<file path="config.mk">
export PLATFORM = sky130hd
export DESIGN_NAME = instr_fetch_unit
export DESIGN_NICKNAME = d
export VERILOG_FILES = /design/src/rtl/ifetch_pkg.sv /design/src/rtl/ifetch_perf_counter.sv /design/src/rtl/instr_fetch_unit.sv
export SDC_FILE = /design/constraint.sdc
export NUM_CORES = 1
export LEC_CHECK = 0
export ABC_AREA = 1
export CAP_MARGIN = 10
export CORE_ASPECT_RATIO = 1.75
export CORE_UTILIZATION = 30
export DETAILED_ROUTE_END_ITERATION = 16
export MAX_ROUTING_LAYER = met4
export PLACE_DENSITY = 0.58
export SLEW_MARGIN = 15
export SYNTH_ARGS = -nofsm -noshare
export SYNTH_HDL_FRONTEND = slang
export SYNTH_SLANG_ARGS = --single-unit
</file>
<file path="constraint.sdc">
create_clock -name clk -period 1.2 [get_ports clk]
set_input_delay 0.36 -clock clk [delete_from_list [all_inputs] [get_ports clk]]
set_output_delay 0.36 -clock clk [all_outputs]
set_load 0.01 [all_outputs]
</file>
<file path="src/rtl/ifetch_pkg.sv">
// ============================================================================
//  Module      : ifetch_pkg
//  Description : Shared definitions for the LEGv8 instruction-fetch stage:
//                FSM state encoding, the architectural NOP and the default
//                address / instruction widths.
//  Revision    : 1.0 - initial release
// ============================================================================
`default_nettype none

package ifetch_pkg;

   localparam int DEFAULT_ADDR_W  = 64;
   localparam int DEFAULT_INSTR_W = 32;

   // LEGv8 NOP, loaded into the IF/ID register on reset so decode never sees
   // an undefined instruction.
   localparam logic [31:0] LEGV8_NOP = 32'hD503201F;

   typedef enum logic [1:0] {
      IDLE  = 2'd0,
      REQ   = 2'd1,
      HOLD  = 2'd2,
      DRAIN = 2'd3
   } ifetch_state_t;

endpackage : ifetch_pkg

`default_nettype wire

</file>
<file path="src/rtl/ifetch_perf_counter.sv">
// ============================================================================
//  Module      : ifetch_perf_counter
//  Description : 32-bit event counter with enable that sticks at all-ones
//                instead of wrapping.
//  Ports       : clk   - rising-edge clock
//                rst_n - asynchronous active-low reset (count -> 0)
//                en    - count this cycle
//                count - current count value
//  Revision    : 1.0 - initial release
// ============================================================================
`default_nettype none

module ifetch_perf_counter (
   input  logic        clk,
   input  logic        rst_n,
   input  logic        en,
   output logic [31:0] count
);

   localparam logic [31:0] c_MAX = 32'hFFFF_FFFF;

   logic [31:0] r_count;

   always_ff @(posedge clk or negedge rst_n) begin
      if (!rst_n) begin
         r_count <= 32'd0;
      end else if (en && (r_count != c_MAX)) begin
         r_count <= r_count + 32'd1;
      end
   end

   assign count = r_count;

endmodule : ifetch_perf_counter

`default_nettype wire

</file>
<file path="src/rtl/instr_fetch_unit.sv">
// ============================================================================
//  Module      : instr_fetch_unit
//  Description : LEGv8 instruction-fetch stage. Samples the PC, issues a
//                req/ack fetch to instruction memory, captures the returned
//                word into the IF/ID register and hands it to decode with a
//                valid/ready handshake. Drives the PC write enable so the PC
//                only advances on a completed fetch or on a branch flush.
//  Ports       : clk, rst_n           - clock, async active-low reset
//                pc_in                - current PC (PC register output)
//                pc_write             - PC write enable (combinational)
//                imem_req/imem_addr   - memory request and address
//                imem_ack/imem_rdata  - memory completion and data
//                flush                - branch redirect
//                id_ready             - decode can accept
//                if_valid/if_instr/if_pc - IF/ID register to decode
//                perf_stall_cnt       - memory stall cycles (IFETCH_PERF_EN)
//  Config      : define IFETCH_PERF_EN to add the stall counter output.
//  Revision    : 1.0 - initial release
// ============================================================================
`default_nettype none

module instr_fetch_unit
   import ifetch_pkg::*;
#(
   parameter int ADDR_W  = DEFAULT_ADDR_W,
   parameter int INSTR_W = DEFAULT_INSTR_W
) (
   input  logic               clk,
   input  logic               rst_n,
   input  logic [ADDR_W-1:0]  pc_in,
   output logic               pc_write,
   output logic               imem_req,
   output logic [ADDR_W-1:0]  imem_addr,
   input  logic               imem_ack,
   input  logic [INSTR_W-1:0] imem_rdata,
   input  logic               flush,
   input  logic               id_ready,
   output logic               if_valid,
   output logic [INSTR_W-1:0] if_instr,
   output logic [ADDR_W-1:0]  if_pc
`ifdef IFETCH_PERF_EN
   ,
   output logic [31:0]        perf_stall_cnt
`endif
);

   ifetch_state_t      r_state;
   logic               r_imem_req;
   logic [ADDR_W-1:0]  r_imem_addr;
   logic               r_if_valid;
   logic [INSTR_W-1:0] r_if_instr;
   logic [ADDR_W-1:0]  r_if_pc;

   // The PC advances in the ack cycle so that it already holds the next
   // address in the first HOLD cycle. In DRAIN the ack belongs to a
   // squashed fetch, so only a flush may move the PC there.
   assign pc_write = flush | ((r_state == REQ) & imem_ack);

   always_ff @(posedge clk or negedge rst_n) begin
      if (!rst_n) begin
         r_state     <= IDLE;
         r_imem_req  <= 1'b0;
         r_imem_addr <= '0;
         r_if_valid  <= 1'b0;
         r_if_instr  <= INSTR_W'(LEGV8_NOP);
         r_if_pc     <= '0;
      end else begin
         case (r_state)
            IDLE: begin
               // A flush here only redirects the PC; the fetch starts once
               // the redirect has landed.
               if (!flush) begin
                  r_imem_addr <= pc_in;
                  r_imem_req  <= 1'b1;
                  r_state     <= REQ;
               end
            end

            REQ: begin
               if (imem_ack) begin
                  r_imem_req <= 1'b0;
                  if (flush) begin
                     r_state <= IDLE;
                  end else begin
                     r_if_instr <= imem_rdata;
                     r_if_pc    <= r_imem_addr;
                     r_if_valid <= 1'b1;
                     r_state    <= HOLD;
                  end
               end else if (flush) begin
                  // The memory still owes us a response; keep the request
                  // up and throw the data away when it arrives.
                  r_state <= DRAIN;
               end
            end

            DRAIN: begin
               if (imem_ack) begin
                  r_imem_req <= 1'b0;
                  r_state    <= IDLE;
               end
            end

            HOLD: begin
               if (flush) begin
                  r_if_valid <= 1'b0;
                  r_state    <= IDLE;
               end else if (id_ready) begin
                  // Transfer to decode and start the next fetch from the
                  // PC that was updated in the ack cycle.
                  r_if_valid  <= 1'b0;
                  r_imem_addr <= pc_in;
                  r_imem_req  <= 1'b1;
                  r_state     <= REQ;
               end
            end

            default: begin
               r_state <= IDLE;
            end
         endcase
      end
   end

   assign imem_req  = r_imem_req;
   assign imem_addr = r_imem_addr;
   assign if_valid  = r_if_valid;
   assign if_instr  = r_if_instr;
   assign if_pc     = r_if_pc;

`ifdef IFETCH_PERF_EN
   logic w_stall;

   assign w_stall = r_imem_req & ~imem_ack &
                    ((r_state == REQ) | (r_state == DRAIN));

   ifetch_perf_counter u_perf_counter (
      .clk   (clk),
      .rst_n (rst_n),
      .en    (w_stall),
      .count (perf_stall_cnt)
   );
`endif

endmodule : instr_fetch_unit

`default_nettype wire

</file>
==> results by group <==
STA
  – Final worst-path cycle share: 136%
  – Worst hold margin: about 0.32 ns
  – Final hold viol count: 0
  – Final Max Tran Viols: 0
  – Period minus WS final: between 1.5 and 2 ns
  – Final worst slack: -0.428 ns
  – RSZ-0062 raised after global routing: yes
  – Clock Skew: about 0.006 ns
  – Peak Freq: around 610 MHz
  – Slew HR: 78.2%
  – Final setup violation count: 325
  – Least-Margin Pin Slew: ~0.33 ns
  – TNS Setup: -69.62 ns

Yosys
  – Average cell area after synthesis: between 9 and 10 um^2
  – Syn Std Cell Area: approximately 6500 um^2
  – Top cells by area, synth: dfrtp_1, nand2_1, inv_1
  – Syn Inst Count: between 700 and 800
  – Seq/Total Area, Yosys: a little over three fifths
  – YS warnings: 0
  – Post-synth top area share: 58.0%
  – Syn_nets: roughly 820
  – Number of synthesized register bits: ~160
  – Largest area contributor in the netlist: dfrtp_1
  – Yosys cell types: 17

Drt
  – ANT nets after route: 0
  – Drt wl/cell: 15.1 um
  – Starting DRT DRC Count: 229
  – WL final: 22500 um
  – Routed via count: roughly 6200
  – Via-to-Cell Ratio: around 4.2
  – First-pass DRT Iterations: 4
  – DRC viols: 0

Layout
  – Post-layout net count: between 1000 and 1500
  – # diodes: 0
  – Share of cells above drive strength 1: roughly 44%
  – Area delta synth->final: 89.4%
  – Most common cell after layout, fill and taps aside: buf_4
  – Most frequent cells in the layout: buf_4, inv_1, dfrtp_1, nand2_1, buf_6

Placement
  – Detailed placer's ending HPWL: about 13000 um
  – Gp weighted congestion: between 0.7 and 0.8
  – # port buffers: about 260

Worst setup path
  – FF-to-FF setup slack: -0.40 ns
  – R2R depth: 8
  – Critical Path Source Type: flop
  – Reg2reg start: r_state[0]
  – CP required: between 0.8 and 0.9 ns
  – R2r endpoint: imem_addr[18]
  – Setup crit end kind: output port
  – Critical path endpoint: pc_write
  – Setup CP Type: reg -> out
  – CP arrival: roughly 1.3 ns
  – Crit path from: r_state[0]
  – Worst-path fanout max: 2

Global route
  – Met1 Track Usage GR: between 10% and 20%
  – First-pass GRT wire length: slightly above 30000 um
  – GR Util met3: ~4.2%
  – GRT Total Usage: about a fifth
  – Initial antenna violation count: 0
  – Most used routing layer: met2
  – Number of global-route vias before repair: 5851
  – Total gr overflow: 0
  – Met2 usage: between 30% and 40%
  – Largest net degree at the start of global routing: a little under 60

Run status
  – Status: finished, violations left
  – Failing checks: negative setup slack

CTS
  – Clk root buf: clkbuf_16
  – Max Root-Sink Buffers: 2
  – CTS tree: built
  – CTS H-tree lvls: 4
  – Clock transition at path regs: 0.06 ns
  – CTS sink cnt: between 150 and 200
  – Clk_lat worst skew: about 0.44 ns
  – TritonCTS buffer count: 17

Power and ir drop
  – Pwr Density: 2600 nW/um^2
  – Worst vdd ir: 1.40 mV
  – Leak Pwr: 6.55 nW

Floorplanning
  – Die Width: about 110 um
  – FP Rows: 71
  – Starting Density: approximately 30%
  – Die area: 22300 um^2
  – Die Y: a little under 200 um
  – Core ar.: around 21000 um^2
  – # IOs: ~260

Worst hold path
  – Hold crit path type: in -> async

Run
  – Max_cap viols: 0
[metrics by stage]
step	worst slack, ns	cells	area [um^2]	power, mW	util (%)
floorplan	-0.0245	716	6530	14.0	-
global placement	-0.787	1344	10300	22.3	48.3
detailed placement	-0.826	1344	10300	22.5	48.3
CTS	-0.422	1425	11100	29.1	52.0
global route	-0.453	1488	12300	34.0	57.6
finish	-0.428	1488	12300	32.1	57.6
[cell type report]
class / instances / area (um^2)
well taps: 292 / 365
clock buffers: 23 / 458
inverters: 166 / 628
repair buffers: 483 / 4640
flip-flops and latches: 164 / 4120
fillers: 1945 / 9070
clock inverters: 9 / 154
multi-input cells: 351 / 1980
[how the worst min path moves through the flow]
stage                     start      endpoint  slack, ns  cells after the start
after global routing      rst_n  imem_addr[8]       0.33                      2
after detailed placement  rst_n  imem_addr[8]       0.21                      1
after floorplan           rst_n  if_instr[10]       0.06                      0
after global placement    rst_n     if_pc[11]       0.21                      1
final                     rst_n  imem_addr[8]       0.32                      2
after CTS                 rst_n     if_pc[13]       0.30                      2
[worst max-delay path: stages (launching register included)]
cell and delay [ns]:
dfrtp_1 0.42, nand2_1 0.09, o21ai_1 0.16, buf_2 0.15
[registers in the layout (all words and copies together), names as in the netlist]
name,count
if_instr,32
if_pc,64
if_valid,1
imem_addr,64
imem_req,1
r_state,2
[cells in the mapped netlist]
| library cell | count |
|---|---|
| nand3_1 | 4 |
| clkbuf_1 | 3 |
| o21ai_2 | 1 |
| dfrtp_1 | 151 |
| dfstp_2 | 13 |
| clkbuf_2 | 8 |
| o21ai_0 | 103 |
| nand4_2 | 1 |
| a21oi_1 | 2 |
| inv_2 | 1 |
| inv_1 | 165 |
| buf_4 | 7 |
| o21ai_1 | 58 |
| buf_2 | 10 |
| buf_6 | 7 |
| nand2_1 | 172 |
| nor2_1 | 10 |
[metal layers]
metal  vias up  wire length, um
met5         -                0
li1       3098                -
met3        39              773
met4         0              735
met2       171            12900
met1      2872             8160
[cell families after synthesis]
family                 count (synthesis)  synth area share [%]
buffers and inverters                201                  13.1
AOI/OAI and AO/OA                    164                  12.7
and+or+nand+nor                      187                  11.0
DFF                                  164                  63.2
[timing repair]
| item | in CTS | in global routing |
|---|---|---|
| hold buffers | 1 | 0 |
| buffers inserted | 42 | 53 |
| cloned | 6 | 16 |
| pin swaps | 3 | 10 |
| resized for setup | 782 | 204 |
| endpoints found under the setup margin | 327 | 327 |
| endpoints found under the hold margin | 11 | 0 |
[report_power, final]
group          internal [mW]  switching, mW  total, mW
Sequential              8.15           1.54       9.69
Combinational           9.44           7.14       16.6
Clock                   3.53           2.26       5.79
Total                   21.1           10.9       32.1
(Power assumes the default switching activity.)
